File: src/rtl/conv_3x3_dilation_feeder.sv
// conv_3x3_dilation_feeder
//
// Stream source for the dilated 3x3 convolution datapath. Holds a kernel
// loaded through a small register-write port. Each accepted `start` first
// sends the kernel on the weight stream, then turns a raw, unpadded
// feature-map stream into a zero-padded raster. The zero border is RATE
// pixels wide on every side.
//
// Optional feature: CONV_FEEDER_WEIGHT_REPLAY_EN
//   defined   : every frame begins with the weight phase.
//   undefined : the weight phase runs only when the kernel has changed since
//               it was last sent (dirty flag, set by reset and by accepted
//               kernel writes).
//
// Ports
//   clk, reset        clock (rising edge), asynchronous active-high reset
//   weight_we/addr/wdata  kernel register write (accepted only while idle)
//   start             begin one frame (ignored while busy)
//   valid_in, pxl_in  raw pixel stream; in_ready is the combinational accept
//   weight_out, valid_weight_out   weight stream to the convolution
//   pxl_out, valid_out             padded pixel stream to the convolution
//   busy              frame in progress; drops the cycle after done
//   done              one-cycle pulse alongside the last padded pixel
module conv_3x3_dilation_feeder #(
  parameter int DATA_WIDTH   = 16,
  parameter int IMAGE_WIDTH  = 8,
  parameter int IMAGE_HEIGHT = 8,
  parameter int RATE         = 2,
  parameter int KERNEL_SIZE  = 9,
  parameter int CNT_WIDTH    = 8
) (
  input  logic                  clk,
  input  logic                  reset,
  input  logic                  weight_we,
  input  logic [3:0]            weight_addr,
  input  logic [DATA_WIDTH-1:0] weight_wdata,
  input  logic                  start,
  input  logic                  valid_in,
  input  logic [DATA_WIDTH-1:0] pxl_in,
  output logic                  in_ready,
  output logic [DATA_WIDTH-1:0] weight_out,
  output logic                  valid_weight_out,
  output logic [DATA_WIDTH-1:0] pxl_out,
  output logic                  valid_out,
  output logic                  busy,
  output logic                  done
);

  localparam int PW = IMAGE_WIDTH + 2 * RATE;
  localparam int PH = IMAGE_HEIGHT + 2 * RATE;

  localparam logic [CNT_WIDTH-1:0] COL_LAST = CNT_WIDTH'(PW - 1);
  localparam logic [CNT_WIDTH-1:0] ROW_LAST = CNT_WIDTH'(PH - 1);
  localparam logic [CNT_WIDTH-1:0] PAD_LO   = CNT_WIDTH'(RATE);
  localparam logic [CNT_WIDTH-1:0] COL_HI   = CNT_WIDTH'(RATE + IMAGE_WIDTH);
  localparam logic [CNT_WIDTH-1:0] ROW_HI   = CNT_WIDTH'(RATE + IMAGE_HEIGHT);
  localparam logic [3:0]           W_LAST   = 4'(KERNEL_SIZE - 1);

  typedef enum logic [1:0] {IDLE, WEIGHTS, PIXELS} state_t;

  state_t                state;
  logic [CNT_WIDTH-1:0]  row;
  logic [CNT_WIDTH-1:0]  col;
  logic [3:0]            widx;
  logic [DATA_WIDTH-1:0] kernel [KERNEL_SIZE];

  logic is_pad;
  logic last_pos;
  logic emit_pxl;
  logic start_ok;
  logic write_ok;
  logic load_weights;

`ifdef CONV_FEEDER_WEIGHT_REPLAY_EN
  assign load_weights = 1'b1;
`else
  logic dirty;
  assign load_weights = dirty;
`endif

  assign is_pad   = (row < PAD_LO) || (row >= ROW_HI) ||
                    (col < PAD_LO) || (col >= COL_HI);
  assign last_pos = (row == ROW_LAST) && (col == COL_LAST);

  // in_ready depends only on state and position, never on valid_in, so the
  // upstream source may wait for it without a combinational loop.
  assign in_ready = (state == PIXELS) && !is_pad;

  // A pad position emits every cycle; an interior one only on a handshake.
  assign emit_pxl = (state == PIXELS) && (is_pad || valid_in);

  // busy stays high through the done cycle, which keeps a start or kernel
  // write arriving alongside the last pixel from being taken.
  assign start_ok = start && !busy;
  assign write_ok = weight_we && !busy && (weight_addr <= W_LAST);

  // Kernel registers
  always_ff @(posedge clk or posedge reset) begin
    if (reset) begin
      for (int i = 0; i < KERNEL_SIZE; i++) kernel[i] <= '0;
    end else if (write_ok) begin
      kernel[weight_addr] <= weight_wdata;
    end
  end

  // Sequencer and registered output stage. The transition that accepts
  // start already emits the first token, so it shows up one cycle later.
  always_ff @(posedge clk or posedge reset) begin
    if (reset) begin
      state            <= IDLE;
      row              <= '0;
      col              <= '0;
      widx             <= '0;
      busy             <= 1'b0;
      done             <= 1'b0;
      valid_out        <= 1'b0;
      valid_weight_out <= 1'b0;
      pxl_out          <= '0;
      weight_out       <= '0;
`ifndef CONV_FEEDER_WEIGHT_REPLAY_EN
      dirty            <= 1'b1;
`endif
    end else begin
      valid_out        <= 1'b0;
      valid_weight_out <= 1'b0;
      done             <= 1'b0;
      if (done) busy <= 1'b0;
`ifndef CONV_FEEDER_WEIGHT_REPLAY_EN
      if (write_ok) dirty <= 1'b1;
`endif
      case (state)
        IDLE: begin
          if (start_ok) begin
            busy <= 1'b1;
            if (load_weights) begin
              weight_out       <= kernel[0];
              valid_weight_out <= 1'b1;
              widx             <= 4'd1;
              if (W_LAST == 4'd0) begin
                state <= PIXELS;
`ifndef CONV_FEEDER_WEIGHT_REPLAY_EN
                dirty <= 1'b0;
`endif
              end else begin
                state <= WEIGHTS;
              end
            end else begin
              state <= PIXELS;
              // With a border, (0,0) is always pad and can be emitted now;
              // without one it needs a handshake from the PIXELS state.
              if (RATE > 0) begin
                pxl_out   <= '0;
                valid_out <= 1'b1;
                col       <= CNT_WIDTH'(1);
              end
            end
          end
        end

        WEIGHTS: begin
          weight_out       <= kernel[widx];
          valid_weight_out <= 1'b1;
          if (widx == W_LAST) begin
            widx  <= '0;
            state <= PIXELS;
`ifndef CONV_FEEDER_WEIGHT_REPLAY_EN
            dirty <= 1'b0;
`endif
          end else begin
            widx <= widx + 4'd1;
          end
        end

        PIXELS: begin
          if (emit_pxl) begin
            valid_out <= 1'b1;
            pxl_out   <= is_pad ? '0 : pxl_in;
            if (last_pos) begin
              done  <= 1'b1;
              state <= IDLE;
              row   <= '0;
              col   <= '0;
            end else if (col == COL_LAST) begin
              col <= '0;
              row <= row + 1'b1;
            end else begin
              col <= col + 1'b1;
            end
          end
        end

        default: state <= IDLE;
      endcase
    end
  end

endmodule

File: config.mk
export PLATFORM = sky130hd
export DESIGN_NAME = conv_3x3_dilation_feeder
export DESIGN_NICKNAME = d
export VERILOG_FILES = /design/src/rtl/conv_3x3_dilation_feeder.sv
export SDC_FILE = /design/constraint.sdc
export NUM_CORES = 1
export LEC_CHECK = 0
export ABC_AREA = 1
export BUFFER_PORTS_ARGS = -buffer_cell sky130_fd_sc_hd__clkbuf_2
export CAP_MARGIN = 20
export CORE_MARGIN = 4
export CORE_UTILIZATION = 50
export DETAILED_ROUTE_END_ITERATION = 8
export PLACE_DENSITY = 0.71
export SLEW_MARGIN = 5
export SYNTH_ARGS = -nofsm -noshare
export SYNTH_HDL_FRONTEND = slang
export SYNTH_SLANG_ARGS = --single-unit
export TNS_END_PERCENT = 1
File: constraint.sdc
create_clock -name clk -period 16.2 [get_ports clk]
set_clock_uncertainty 0.1 [all_clocks]
set_input_delay 3.24 -clock clk [delete_from_list [all_inputs] [get_ports clk]]
set_output_delay 3.24 -clock clk [all_outputs]
set_load 0.1 [all_outputs]
; ---- Yosys cells after proc, flatten, opt, wreduce, memory -nomap -nowiden
; Cells that the tools add are included.
; Widths: inputs -> output; s select.
[word_totals]
ff_bits = 203
latch_bits = 0
ramBits = 0
rom_bits = 0
in_bits = 41
output_inout_bits = 37
n_memories = 0
[op_classes]
add_sub_neg = 3
mul = 0
div = 0
n_lt_le_gt_ge = 8
eq_ne = 11
shift = 0
muxes = 48
n_bitwise = 2
n_reduce_logical = 21
[op_table]
columns = op, count
row1 = $bwmux 144, 1
row2 = $mux 16, 9
row3 = $bmux 16 s4, 1
row4 = $demux 16 s4, 1
row5 = $pmux 16 s2, 2
row6 = $mux 8, 7
row7 = $add 8x1->8 const B, 2
row8 = $eq 8x4->1 const B, 2
row9 = $ge 8x4->1 const B, 2
row10 = $lt 8x2->1 const B, 2
row11 = $pmux 8 s2, 1
row12 = $mux 1, 14
row13 = $mux 4, 3
row14 = $ne 2x2->1 const B, 6
row15 = $ge 5x5->1 const B, 2
row16 = $mux 2, 5
row17 = $not 4->5, 2
row18 = $pmux 4 s2, 1
row19 = $reduce_and 4->1, 2
row20 = $logic_and 1x1->1, 7
row21 = $pmux 2 s3, 1
row22 = $reduce_and 3->1, 2
row23 = $reduce_bool 2->1, 3
row24 = $lt 5x1->1 const B, 1
row25 = 9 further kinds, 14

; ---- Longest topological paths before layout
; Gate-level depths: netlist of run 1.
[depth]
word_depth = 8
mapped_depth = 13

; ---- Least setup slack after synthesis of run 1
; No wires, ideal clock.
[synth_timing]
kind = register to output
start = register col[4]
end = output in_ready
t_arrival_ns = 1.783
required_ns = 12.860
path_slack_ns = 11.077
path_stages_with_launch = 9
n_path_buf = 1
path_cell_list = dfrtp_1 -> nor2_1 -> nand2_1 -> nor2_1 -> nand2_1 -> nor2_4 -> nand2_2 -> buf_2 -> inv_1
[synth_between]
elab_chain_cells = 5
word_cells_on_any_way = 6
[synth_rtl]
columns = item, line
row1 = "start, declared", 63  ; logic [CNT_WIDTH-1:0] col;
row2 = "start signal, assigned", 187  ; col <= col + 1'b1;
row3 = $lt 8x2->1, 82  ; (col < PAD_LO) || (col >= COL_HI);
row4 = $logic_or 1x1->1, 81  ; assign is_pad = (row < PAD_LO) || (row >= ROW_HI) ||
row5 = $logic_or 1x1->1 *, 82
row6 = $logic_not 1->1 *, 87  ; assign in_ready = (state == PIXELS) && !is_pad;
row7 = $logic_and 1x1->1 *, 87
row8 = "end, declared", 40  ; output logic in_ready,
; Every way passes the cells marked *; elsewhere a longest branch is shown, timed or not.

; ---- Final worst setup path of run 1
[layout_timing]
start = register row[4]
end = output in_ready
[layout_between]
elab_chain_cells = 6
word_cells_on_any_way = 7
[layout_rtl]
columns = item, line
row1 = "start, declared", 62  ; logic [CNT_WIDTH-1:0] row;
row2 = "start signal, assigned", 185  ; row <= row + 1'b1;
row3 = $lt 8x2->1 / $ge 8x4->1 (equally long branches), 81
row4 = $logic_or 1x1->1 * (2 in series), 81
row5 = $logic_or 1x1->1 *, 82
row6 = $logic_not 1->1 *, 87
row7 = $logic_and 1x1->1 *, 87
; Marked as above.

==> metrics, run 1 <==
final setup fails 0; final net count 1,254; Reg2Reg Setup Slack 13.15 ns; Chip Height 146 um; CTS Buffer Depth 3; critical path type reg -> out; run status finished, final reports clean; Critical Path RT 12.86 ns; Arr. time, crit path 2.32 ns; Final Cycle Share 0.349; final hold violation count 0; most common cell after layout, fill and taps aside o21ai_0; fillers 1,679; largest net degree at the start of global routing 132; overflow left after global routing 0; Synth Register Bits 203; Vias 7,884; post-cts resize count 0; area taken by multi-input logic gates 3640 sq um; Wirelength per Cell 15.8 um; P&R area growth vs syn 13.2%; Final Max Tran Viols 0; initial antenna violation count 0; register area 5080 sq um; Post-route DRC 0; Placer Congestion 0.805; Clock Root Buffer clkbuf_16; Detailed Routing Iterations Pass 1 6; first-pass GRT wire length 38,500 um; Avg Inst Size Synth 8.15 sq um; Post-Route WL 23,000 um; layout cells sized above 1 0.115; Netlist cell types 29; max-cap violations 0; ANT cells 0; Max Freq 177 MHz; total track usage 0.216; worst slew margin relative to its limit 0.381; PnR Total Power 1.32 mW; setup repair bufs after CTS 0; hold buffers post-CTS 0; EDFF count, synth 0; DR iter-0 viols 616; Top FF cell, synth dfrtp_1; TNS Setup 0 ns; RSZ-0062 raised after global routing no; Routed Antenna Nets 0; vias in the first global route 7,531; leakage power 5.32 nW; detailed placer's ending HPWL 14,200 um; Tmin final 5.66 ns; Worst-path clk slew 0.06 ns; FFs w/ async S/R, synth 1.00; drt via density 5.40; H-Tree Depth 1; syn nets 1,207; Max VDD drop 0.0809 mV; die area 21,200 sq um; cell area after synthesis 9470 sq um; Crit Path Max Fanout 17; Finished Core Util 0.575; Initial Util 0.508; Cells after Synth 1,162; CTS tree done; worst-margin pin slew 0.929 ns; Synth Warn # 0; PwrDens 123 nW/um^2; I/O Buffers 77; Die W 146 um; clk_lat worst skew 0.51 ns; Core Rows 50; cts bufs inserted 22; critical path capture point type output pin; Hold WC Path Type reg -> reg; commonest cells after routing, fill and taps aside o21ai_0 (247), nand2_1 (229), dfrtp_1 (201); clk sink count 203; Critical Path Start Type register; Seq/Total Area, Yosys 0.537; core region area 18,600 sq um; io pins 78
-- registers in the layout (all words and copies together), names as in the netlist --
signal / flops
valid_out: 1
col: 8
widx: 4
busy: 1
pxl_out: 16
valid_weight_out: 1
done: 1
dirty: 1
weight_out: 16
kernel: 144
row: 8
state: 2
-- per-stage QoR --
step / area [sq um] / setup WS (ns) / cells / hold WS [ns]
after global placement: 9930 / 10.85 / 1415 / 0.340
after floorplan: 9470 / 7.32 / 1162 / 0.348
after CTS: 10700 / 10.52 / 1455 / 0.352
after global routing: 10700 / 10.36 / 1459 / 0.374
after detailed placement: 9930 / 10.63 / 1415 / 0.347
final: 10700 / 10.54 / 1459 / 0.353
-- cells by family after synthesis --
logic type / after synthesis / share of synthesized area
compound gates: 342 / 0.190
fa+ha+maj: 4 / 0.00529
flops: 203 / 0.537
xor+xnor: 9 / 0.00832
buf+inv: 187 / 0.0794
simple gates: 417 / 0.181
-- layout make-up --
type | count | area share
sequential | 203 | 0.474
clock buffer | 29 | 0.0566
multi-input combinational | 772 | 0.339
timing repair buffer | 93 | 0.0496
inverter | 117 | 0.0417
clock inverter | 11 | 0.0111
tap | 234 | 0.0273
-- synthesized netlist by cell type, types with 2 or more instances --
master    instances  area [sq um]
a21oi_1          54           270
buf_1             5          18.8
buf_2            25           125
buf_4             5          37.5
clkbuf_1         35           131
clkinv_1          2          7.51
dfrtp_1         202          5050
ha_1              4          50.1
inv_1           113           424
inv_2             2          7.51
nand2_1         229           860
nand2_4           2          22.5
nand3_1          60           300
nand3b_1          2          15.0
nand4_1          10          62.6
nor2_1          106           398
nor3_1            4          20.0
o211ai_1         32           240
o21ai_0         247          1240
o21ai_1           7          35.0
xnor2_1           4          35.0
xor2_1            5          43.8
-- where the power goes --
part | switching (mW) | leakage (nW) | internal (mW)
Sequential | 0.0163 | 2.78 | 0.531
Combinational | 0.224 | 2.17 | 0.0466
Clock | 0.205 | 0.360 | 0.297
Total | 0.446 | 5.32 | 0.875
-- worst max-delay path: stages (launching register included) --
cell and delay [ns]:
dfrtp_1 0.45, nor2_1 0.14, nand2_1 0.10, nor2_1 0.11, nand2_1 0.09, nor2_4 0.14
nand2_2 0.22, inv_1 0.11, clkbuf_2 0.46
-- final timing paths --
path | to | cells after the start | startpoint
worst max register to register | weight_out[8] | 7 | widx[0]
worst min register to register | busy | 1 | done
worst min-delay path | busy | 1 | done
min in group asynchronous | row[5] | 2 | reset
max in group asynchronous | widx[1] | 3 | reset
worst max-delay path | in_ready | 8 | row[4]
-- per-layer routing --
metal	share of wire	routed length, um	track usage
met1	0.44	10100	0.290
met2	0.48	11000	0.366
met3	0.052	1200	0.0336
met4	0.029	678	0.0674
met5	0	0	0
No activity file was read; power rests on OpenSTA's default activity.
==> run 2: changes to the inputs <==
Settings changed: PLACE_DENSITY 0.71 to 0.73.
Clock period 16.2 ns to 5 ns, I/O delays scaled along.
==> run 2 against run 1 <==
Compared with the run above:
- cell area grew 1.3%
- core utilization increased by 0.75 points
- clock-buffer cell count grew 6
- register-to-register slack got worse by 11 ns
- combinational power increased to 3.3 times the previous value
- die area unchanged
- via count is 0.29% higher
- wire length shrank 1.3%
- total power grew to 3.4 times the previous value
- worst hold slack gained 0.0052 ns
- first-iteration DRC count decreased by 18%
- non-clock buffer count grew 1
- critical path type unchanged
- highest routed layer unchanged
==> metrics, run 2 (same netlist as run 1, synthesis figures left out) <==
Routed Antenna Nets 0; DR iter-0 viols 507; fillers 1,705; core region area 18,600 sq um; first-pass GRT wire length 38,600 um; Worst-path clk slew 0.06 ns; Die W 146 um; CTS tree done; hold buffers post-CTS 0; H-Tree Depth 1; Wirelength per Cell 15.5 um; drt via density 5.41; Largest Register kernel; Critical Path Start Type register; clk sink count 203; Detailed Routing Iterations Pass 1 5; Critical Path RT 3.90 ns; Core Rows 50; Post-route DRC 0; max FFs per register 144; Final Max Tran Viols 0; met2 Resource Use GR 0.372; RSZ-0062 raised after global routing no; largest net degree at the start of global routing 91; Hold WC Path Type reg -> reg; Tmin final 3.43 ns; P&R area growth vs syn 14.6%; Vias 7,907; CTS Buffer Depth 3; critical-path cell list nor2_1 > nand2_1 > nor2_1 > nand2_1 > nor2_4 > nand2_2 > inv_1 > clkbuf_2; die area 21,200 sq um; I/O Buffers 77; commonest cells after routing, fill and taps aside o21ai_0 (247), nand2_1 (229), dfrtp_1 (201); CP max-delay cell clkbuf_2; layout cells sized above 1 0.116; detailed placer's ending HPWL 14,600 um; Crit Path Max Fanout 17; Finished Core Util 0.582; max-cap violations 0; final net count 1,256; most common cell after layout, fill and taps aside o21ai_0; Placer Congestion 0.830; cts bufs inserted 23; ANT cells 0; clk_lat worst skew 0.52 ns; Max Freq 292 MHz; vias in the first global route 7,587; top flop regs kernel (144), pxl_out (16), weight_out (16); slowest stage delay, CP 0.45 ns; worst-margin pin slew 0.853 ns; worst setup margin 1.57 ns; final setup fails 0; Post-Route WL 22,700 um; setup repair bufs after CTS 0; TNS Setup 0 ns; critical path type reg -> out; critical path capture point type output pin; run status finished, final reports clean; post-cts resize count 0; initial antenna violation count 0; routing usage on met1 0.280; Final Cycle Share 0.685; Setup WS pre-CTS 1.72 ns; PwrDens 412 nW/um^2; Max VDD drop 0.251 mV; leakage power 5.37 nW; Initial Util 0.508; met3 usage 0.0283; Clock Root Buffer clkbuf_16; worst slew margin relative to its limit 0.430; final hold violation count 0; Chip Height 146 um; register area 5080 sq um; Arr. time, crit path 2.33 ns; total track usage 0.216; overflow left after global routing 0; most used routing layer in global routing met2; area taken by multi-input logic gates 3640 sq um; io pins 78
-- run 2: cell type report --
| type | count | share of cell area |
|---|---|---|
| tap | 234 | 0.0270 |
| timing repair buffer | 94 | 0.0523 |
| clock inverter | 7 | 0.0141 |
| sequential | 203 | 0.468 |
| clock buffer | 35 | 0.0627 |
| inverter | 117 | 0.0408 |
| multi-input combinational | 772 | 0.335 |
-- run 2: path summary, 6_finish.rpt --
check	startpoint	end	slack, ns	cells past startpoint
hold / removal	done	busy	0.36	1
hold reg to reg	done	busy	0.36	1
min in group asynchronous	reset	col[1]	0.54	2
setup reg to reg	widx[0]	state[1]	2.13	11
max in group asynchronous	reset	kernel[118]	3.34	3
setup / recovery	col[4]	in_ready	1.57	8
-- run 2: routing by layer --
| layer | wire (um) | vias to the layer above |
|---|---|---|
| met5 | 0 | - |
| li1 | - | 3910 |
| met4 | 865 | 0 |
| met3 | 892 | 60 |
| met2 | 11300 | 187 |
| met1 | 9650 | 3750 |
-- run 2: power by group --
group / total [mW] / internal (mW) / switching (mW)
Sequential: 1.78 / 1.72 / 0.0561
Combinational: 0.879 / 0.153 / 0.726
Clock: 1.82 / 1.15 / 0.669
Total: 4.48 / 3.03 / 1.45
-- run 2: through the flow --
| stage | hold slack [ns] | instance area [sq um] | instances | total power [mW] |
|---|---|---|---|---|
| 3_3_place_gp | 0.337 | 9950 | 1414 | 2.68 |
| 6_report | 0.358 | 10900 | 1462 | 4.48 |
| 4_1_cts | 0.352 | 10800 | 1459 | 4.53 |
| 2_1_floorplan | 0.348 | 9470 | 1162 | 2.54 |
| 5_1_grt | 0.381 | 10900 | 1462 | 4.67 |
| 3_5_place_dp | 0.342 | 9980 | 1417 | 2.69 |
-- run 2: worst max-delay path, delay by kind of cell, from the launching register on --
kind                   cells  cell delay (ns)
AND/OR/NAND/NOR            6             0.83
buffers and inverters      2             0.56
flip-flops                 1             0.42
